<file path="src/rtl/input_loader_pkg.sv">
// input_loader_pkg: shared state encoding and default sizing for the input loader controller
package input_loader_pkg;
  localparam int NUM_BYTES_DEF      = 3;
  localparam int TIMEOUT_CYCLES_DEF = 1024;
  typedef enum logic [1:0] {LOAD, START, WAIT} state_t;
endpackage

</file>
<file path="src/rtl/input_loader_ctrl_if.sv">
// input_loader_ctrl_if: byte source handshake, register strobes and compute-unit handoff
interface input_loader_ctrl_if
  import input_loader_pkg::*;
#(
  parameter int NUM_BYTES = NUM_BYTES_DEF
);
  logic                         en;
  logic                         in_valid;
  logic                         in_ready;
  logic                         ld_reg;
  logic                         icc;
  logic                         inc;
  logic                         start;
  logic                         done;
  logic                         busy;
  logic [$clog2(NUM_BYTES)-1:0] byte_cnt;
  logic                         err;
  modport master (
    input  en, in_valid, done,
    output in_ready, ld_reg, icc, inc, start, busy, byte_cnt, err
  );
  modport slave (
    output en, in_valid, done,
    input  in_ready, ld_reg, icc, inc, start, busy, byte_cnt, err
  );
endinterface

</file>
<file path="src/rtl/input_loader_ctrl_watchdog.sv">
// loader_watchdog: counts WAIT cycles and flags expiry after TIMEOUT_CYCLES without done
module loader_watchdog
  import input_loader_pkg::*;
#(
  parameter int TIMEOUT_CYCLES = TIMEOUT_CYCLES_DEF
) (
  input  logic clk,
  input  logic rst,
  input  logic run_i,
  output logic expired_o
);
  localparam int W = $clog2(TIMEOUT_CYCLES + 1);
  logic [W-1:0] cnt_q, cnt_d;
  assign cnt_d     = run_i ? cnt_q + 1'b1 : '0;
  assign expired_o = run_i & (cnt_q == W'(TIMEOUT_CYCLES - 1));
  // Count while waiting; leaving WAIT clears, so each WAIT entry starts from zero.
  always_ff @(posedge clk or posedge rst)
    if (rst) cnt_q <= '0;
    else     cnt_q <= cnt_d;
endmodule

</file>
<file path="src/rtl/input_loader_ctrl.sv">
// input_loader_ctrl: sequences byte loads into the assembly register and hands words to compute; watchdog via INPUT_LOADER_TIMEOUT_EN
module input_loader_ctrl
  import input_loader_pkg::*;
#(
  parameter int NUM_BYTES      = NUM_BYTES_DEF,
  parameter int TIMEOUT_CYCLES = TIMEOUT_CYCLES_DEF
) (
  input logic                 clk,
  input logic                 rst,
  input_loader_ctrl_if.master bus
);
  localparam int CW = $clog2(NUM_BYTES);
  state_t        state_q;
  logic [CW-1:0] cnt_q;
  logic          start_q, busy_q, err_q;
  logic          accept, last, expired;
  assign last         = cnt_q == CW'(NUM_BYTES - 1);
  assign bus.in_ready = ~rst & bus.en & (state_q == LOAD);
  assign accept       = bus.in_valid & bus.in_ready;
  assign bus.ld_reg   = accept;
  assign bus.icc      = accept;
  assign bus.start    = start_q;
  assign bus.inc      = start_q;
  assign bus.busy     = busy_q;
  assign bus.err      = err_q;
  assign bus.byte_cnt = cnt_q;
`ifdef INPUT_LOADER_TIMEOUT_EN
  loader_watchdog #(.TIMEOUT_CYCLES(TIMEOUT_CYCLES)) u_wdog (
    .clk       (clk),
    .rst       (rst),
    .run_i     (state_q == WAIT),
    .expired_o (expired)
  );
`else
  assign expired = TIMEOUT_CYCLES < 0;
`endif
  // Word sequencing FSM; start/busy/err are registered alongside the state they decode.
  always_ff @(posedge clk or posedge rst)
    if (rst) begin
      state_q <= LOAD;
      cnt_q   <= '0;
      start_q <= 1'b0;
      busy_q  <= 1'b0;
      err_q   <= 1'b0;
    end else begin
      start_q <= 1'b0;
      err_q   <= 1'b0;
      case (state_q)
        LOAD:
          if (accept) begin
            cnt_q <= last ? '0 : cnt_q + 1'b1;
            if (last) begin
              state_q <= START;
              start_q <= 1'b1;
              busy_q  <= 1'b1;
            end
          end
        START: state_q <= WAIT;
        WAIT:
          if (bus.done || expired) begin
            state_q <= LOAD;
            busy_q  <= 1'b0;
            err_q   <= ~bus.done;
          end
        default: state_q <= LOAD;
      endcase
    end
endmodule

</file>
<file path="src/flat_wrapper.sv">
// flat-port wrapper written by rule: the top's interface ports become plain ports
module input_loader_ctrl_flat import input_loader_pkg::*;
#(
  parameter int NUM_BYTES      = NUM_BYTES_DEF,
  parameter int TIMEOUT_CYCLES = TIMEOUT_CYCLES_DEF
)
  (clk, rst, bus_en, bus_in_valid, bus_done, bus_in_ready, bus_ld_reg, bus_icc, bus_inc, bus_start, bus_busy, bus_byte_cnt, bus_err);
  input_loader_ctrl_if #(.NUM_BYTES(NUM_BYTES)) bus_i ();
  input logic clk;
  input logic rst;
  input wire logic [$bits(bus_i.en)-1:0] bus_en;
  input wire logic [$bits(bus_i.in_valid)-1:0] bus_in_valid;
  input wire logic [$bits(bus_i.done)-1:0] bus_done;
  output wire logic [$bits(bus_i.in_ready)-1:0] bus_in_ready;
  output wire logic [$bits(bus_i.ld_reg)-1:0] bus_ld_reg;
  output wire logic [$bits(bus_i.icc)-1:0] bus_icc;
  output wire logic [$bits(bus_i.inc)-1:0] bus_inc;
  output wire logic [$bits(bus_i.start)-1:0] bus_start;
  output wire logic [$bits(bus_i.busy)-1:0] bus_busy;
  output wire logic [$bits(bus_i.byte_cnt)-1:0] bus_byte_cnt;
  output wire logic [$bits(bus_i.err)-1:0] bus_err;
  assign bus_i.en = bus_en;
  assign bus_i.in_valid = bus_in_valid;
  assign bus_i.done = bus_done;
  assign bus_in_ready = bus_i.in_ready;
  assign bus_ld_reg = bus_i.ld_reg;
  assign bus_icc = bus_i.icc;
  assign bus_inc = bus_i.inc;
  assign bus_start = bus_i.start;
  assign bus_busy = bus_i.busy;
  assign bus_byte_cnt = bus_i.byte_cnt;
  assign bus_err = bus_i.err;
  input_loader_ctrl #(.NUM_BYTES(NUM_BYTES), .TIMEOUT_CYCLES(TIMEOUT_CYCLES)) u_core (.clk(clk), .rst(rst), .bus(bus_i));
endmodule
</file>
<file path="config.mk">
export PLATFORM = sky130hd
export DESIGN_NAME = input_loader_ctrl_flat
export DESIGN_NICKNAME = d
export VERILOG_FILES = /design/src/rtl/input_loader_pkg.sv /design/src/rtl/input_loader_ctrl_if.sv /design/src/rtl/input_loader_ctrl_watchdog.sv /design/src/rtl/input_loader_ctrl.sv /design/src/flat_wrapper.sv
export SDC_FILE = /design/constraint.sdc
export NUM_CORES = 1
export LEC_CHECK = 0
export ABC_AREA = 1
export CORE_AREA = 8 8 45 47
export DETAILED_ROUTE_END_ITERATION = 10
export DIE_AREA = 0 0 53 55
export MAX_ROUTING_LAYER = met4
export SLEW_MARGIN = 20
export SYNTH_ARGS = -nofsm -noshare
export SYNTH_HDL_FRONTEND = slang
export SYNTH_SLANG_ARGS = --single-unit
</file>
<file path="constraint.sdc">
create_clock -name clk -period 2.9 [get_ports clk]
set_input_delay 0.58 -clock clk [delete_from_list [all_inputs] [get_ports clk]]
set_output_delay 0.58 -clock clk [all_outputs]
set_load 0.02 [all_outputs]
</file>
==> flow_summary_export.csv, run 1 <==
group,metric,value,unit
setup_path,worstPathMaxFanout,3,
clock_network,cts_sinks,6,
drt,via_per_inst,3.90,
clock_network,h-tree-depth,1,
global_routing,grt_pass1_vias,269,
drt,drt_iter0_drc,2,
yosys,synth-seq-area-share,46.7,%
sta,fin_hold_ws,0.487,ns
global_routing,gr-total-overflow,0,
pwr,leakagePower,0.248,nW
clock_network,cts_tree,"done",
yosys,synth_area_leaders,"dfrtp_1 47%, nand2_1 9.3%, buf_4 7.0%, inv_1 7.0%, nand3_1 6.2%",
placed_design,place_congestion,0.689,
pwr,peakVddDrop,0.331,mV
drt,wl_per_cell,9.53,µm
yosys,yosysUniqueCellTypes,14,
cells_and_area,drive_gt1_share,19.2,%
pwr,powerDensity,780,mW/mm²
setup_path,criticalPathCategory,"in -> out",
cells_and_area,num-nets-final,59,
global_routing,antenna_found_initial,0,
cells_and_area,area_growth,43.6,%
setup_path,arrival,2.01,ns
sta,maxSlewViolCount,0,
cells_and_area,layout_common_cells,"12 x clkdlybuf4s50_1, 8 x nand2_1, 6 x inv_1, 6 x dfrtp_1",
yosys,syn-num-nets,45,
clock_network,ctsResizeCount,0,
drt,dr.pass1.iters,2,
floorplanning,core,0.00138,mm²
floorplanning,pin_count,14,
yosys,avgSynthCellArea,8.04,µm²
cells_and_area,final_core_util,33.4,%
cells_and_area,final_common_cell,"clkdlybuf4s50_1",
drt,drc,0,
floorplanning,die_w,53,µm
sta,fin_crit,2.59,ns
sta,rsz0062_at_grt,"no",
sta,fin_ws,0.309,ns
sta,setup_viol,0,
setup_path,required,2.32,ns
yosys,yosysWarnings,0,
global_routing,grt_pass1_wl,1160,µm
placed_design,port_buffers,12,
drt,drt-total-wl,648,µm
status,status,"completed",
floorplanning,fp.dieH,55,µm
drt,via_count,265,
floorplanning,start_util,23.2,%
clock_network,cts_buffers,3,
global_routing,grt_max_degree,8,
sta,fin_skew,0.00202,ns
clock_network,clk_pin_slew,0.04,ns
run,cap_violations,0,
global_routing,track_usage,5.94,%
worst_hold_path,hold_path.class,"reg -> reg",
sta,fin_setup_tns,0,ns
floorplanning,dieArea,0.00292,mm²
clock_network,cts_hold_buf,0,
yosys,synth.top_cell.area_share,46.7,%
clock_network,clock_path_buffers,2,
clock_network,cts_root_buffer,"clkbuf_4",
cells_and_area,n_antenna_cell,0,
yosys,synthCells,40,
clock_network,postCtsSetupBuffers,0,
clock_network,clock_latency,0.24,ns
setup_path,start_kind,"primary input",
yosys,yosys.area.top_type,"dfrtp_1",
sta,max_freq,386,MHz
sta,hold_violations,0,
placed_design,dp_hpwl,529,µm
placed_design,pre_cts_ws,0.301,ns
sta,finalCritPeriodShare,89.4,%
drt,drtAntennaViolNets,0,
yosys,syn_area,322,µm²
yosys,synth-seq-cells,6,
setup_path,end_kind,"output port",
floorplanning,row_count,14,
-- worst max-delay path, stage by stage --
cell             delay (ns)
clkdlybuf4s50_1        0.49
inv_1                  0.04
nor2_1                 0.07
nand3_1                0.12
inv_1                  0.10
clkdlybuf4s50_1        0.60
-- cell usage after synthesis (all sizes together) --
library cell,number
dfrtp,6
inv,9
nor2,5
nand3,5
a21oi,1
nand2,10
buf,3
conb,1
-- kinds of logic after synthesis --
logic type	synth area share, %
and+or+nand+nor	32.3
buffers and inverters	18.3
DFF	46.7
AOI/OAI and AO/OA	1.55
other	1.17
-- cell type report --
cell class / instances / area [µm²]
flip-flops and latches: 6 / 150
inverters: 9 / 36.3
repair buffers: 12 / 120
multi-input cells: 22 / 113
fillers: 150 / 922
clock buffers: 3 / 22.5
well taps: 16 / 20.0
-- registers in the layout, summed over array words and instances (netlist names) --
name                 flops
u_core.state_q           2
u_core.bus.byte_cnt      2
u_core.bus.inc           1
u_core.bus.busy          1
-- report_power, final --
part	leakage, nW	internal [mW]	switching, mW
sequential	0.0799	0.108	0.0225
clock	0.0138	0.0466	0.0269
combinational	0.154	0.0703	0.0859
total	0.248	0.225	0.135
-- path summary, 6_finish.rpt --
| kind | startpoint | to | slack (ns) | cells past startpoint |
|---|---|---|---|---|
| worst max-delay path | bus_en | bus_ld_reg | 0.31 | 6 |
| worst min-delay path | u_core.bus.busy | u_core.bus.busy | 0.49 | 2 |
| worst max register to register | u_core.state_q[0] | u_core.bus.byte_cnt[0] | 1.97 | 4 |
| worst min register to register | u_core.bus.busy | u_core.bus.busy | 0.49 | 2 |
| max in group asynchronous | rst | u_core.bus.busy | 2.18 | 2 |
| min in group asynchronous | rst | u_core.bus.inc | 0.58 | 2 |
-- layer usage --
metal	up-vias	global-route usage [%]	wire, µm
met2	9	6.64	262
li1	138	-	-
met1	116	6.78	294
met5	-	-	0
met4	0	5.17	19
met3	2	4.01	72
-- metrics by stage --
stage,total power [mW],cells,area (µm²)
2_1_floorplan,0.228,40,322
4_1_cts,0.368,68,462
6_report,0.360,68,462
3_5_place_dp,0.289,65,439
3_3_place_gp,0.288,65,439
5_1_grt,0.395,68,462
Note: power is estimated with default switching activity, not from simulation.
==> run 2, diff against run 1 <==
==> constraint.sdc (replaced) <==
create_clock -name clk -period 2.9 [get_ports clk]
set_input_delay 0.58 -clock clk [delete_from_list [all_inputs] [get_ports clk]]
set_output_delay 0.58 -clock clk [all_outputs]
set_load 0.01 [all_outputs]
==> run 2 against run 1 <==
Against the previous run: worst setup slack better by 0.046 ns; utilization stayed put; via count is 0.38% higher; clock skew is 0.00094 ns lower; critical path depth is 1 lower; global-route usage is 0.33 points lower; worst hold slack better by 0.0039 ns; largest power group unchanged.
==> flow_summary_export.csv, run 2 (synthesized netlist as in run 1, its figures left out) <==
group,metric,value,unit
floorplanning,row_count,14,
placed_design,dp_hpwl,542,µm
clock_network,clock_latency,0.23,ns
clock_network,cts_tree,"done",
drt,drtAntennaViolNets,0,
drt,drt_iter0_drc,6,
sta,maxSlewViolCount,0,
drt,wl_per_cell,9.57,µm
sta,fin_hold_ws,0.491,ns
worst_hold_path,hold_start,"u_core.bus.busy",
setup_path,reg2reg_depth,4,
sta,setup_viol,0,
drt,drt-total-wl,651,µm
pwr,powerDensity,735,mW/mm²
clock_network,postCtsSetupBuffers,0,
setup_path,worstPathMaxFanout,7,
cells_and_area,n_antenna_cell,0,
floorplanning,core,0.00138,mm²
drt,via_count,266,
clock_network,cts_buffers,3,
floorplanning,pin_count,14,
cells_and_area,fillCellCount,160,
setup_path,end_kind,"output port",
placed_design,port_buffers,12,
sta,finalCritPeriodShare,87.8,%
worst_hold_path,worstHoldPathCells,2,
setup_path,criticalPathCategory,"in -> out",
floorplanning,start_util,23.2,%
setup_path,r2r_slack,1.98,ns
cells_and_area,num-nets-final,59,
drt,via_per_inst,3.91,
worst_hold_path,min_to,"u_core.bus.busy",
global_routing,grt_pass1_vias,282,
sta,fin_crit,2.55,ns
placed_design,place_congestion,0.690,
worst_hold_path,hold_path.class,"reg -> reg",
cells_and_area,final_common_cell,"clkdlybuf4s50_1",
cells_and_area,area_growth,43.6,%
clock_network,cts_sinks,6,
pwr,p_total,339,µW
clock_network,clock_path_buffers,2,
setup_path,required,2.32,ns
placed_design,placed_area,439,µm²
floorplanning,die_w,53,µm
sta,hold_violations,0,
sta,max_freq,393,MHz
clock_network,cts_hold_buf,0,
floorplanning,fp.dieH,55,µm
status,status,"completed",
global_routing,grt_pass1_wl,1170,µm
floorplanning,dieArea,0.00292,mm²
global_routing,antenna_found_initial,0,
pwr,peakVddDrop,0.285,mV
setup_path,arrival,1.97,ns
sta,fin_skew,0.00108,ns
clock_network,ctsResizeCount,0,
setup_path,start_kind,"primary input",
cells_and_area,final_area,462,µm²
pwr,leakagePower,0.248,nW
clock_network,clk_pin_slew,0.04,ns
clock_network,h-tree-depth,1,
clock_network,cts_root_buffer,"clkbuf_4",
cells_and_area,layout_common_cells,"12 x clkdlybuf4s50_1, 8 x nand2_1, 6 x inv_1, 6 x dfrtp_1",
setup_path,reg2reg_from,"u_core.state_q[0]",
global_routing,track_usage,5.61,%
run,cap_violations,0,
setup_path,timing.rr.end,"u_core.bus.byte_cnt[0]",
sta,rsz0062_at_grt,"no",
drt,dr.pass1.iters,4,
global_routing,grt_max_degree,8,
drt,drc,0,
cells_and_area,drive_gt1_share,19.2,%
sta,fin_setup_tns,0,ns
global_routing,gr-total-overflow,0,
-- run 2: cell counts in the layout (fill, tap and decap cells not counted) --
Identical to the previous run, type by type.
-- run 2: how the worst max path moves through the flow --
stage,start,to,slack (ns),cells after the start
2_1_floorplan,bus_en,bus_ld_reg,1.31,5
3_3_place_gp,rst,bus_in_ready,0.37,5
3_5_place_dp,rst,bus_in_ready,0.34,5
4_1_cts,rst,bus_in_ready,0.33,5
5_1_grt,bus_en,bus_ld_reg,0.25,6
6_report,rst,bus_in_ready,0.35,5
-- run 2: cell type report --
cell class	instances	area [µm²]	area share [%]
Sequential cell	6	150	32.5
Clock buffer	3	22.5	4.88
Timing Repair Buffer	12	120	26.0
Tap cell	16	20.0	4.34
Inverter	9	36.3	7.86
Multi-Input combinational cell	22	113	24.4
-- run 2: stage by stage --
stage	cells	util, %	setup WS, ns
2_1_floorplan	40	-	1.31
3_3_place_gp	65	31.7	0.367
3_5_place_dp	65	31.7	0.344
4_1_cts	68	33.4	0.334
5_1_grt	68	33.4	0.251
6_report	68	33.4	0.355
-- run 2: worst max-delay path: stages --
cell and delay [ns]:
clkdlybuf4s50_1 0.44, inv_2 0.16, nand2_2 0.08, nor2_4 0.15, clkdlybuf4s50_1 0.55
-- run 2: layer usage --
layer,wire length (µm),share of wire [%],track usage [%],vias up
li1,-,-,-,141
met1,279,43,6.65,114
met2,295,45,7.42,11
met4,0,0,2.59,0
met3,76,12,3.21,0
met5,0,0,-,-
-- run 2: power breakdown --
group          internal (mW)  switching, mW
logic                 0.0702         0.0673
registers              0.108         0.0227
clock network         0.0465         0.0249
total                  0.224          0.115
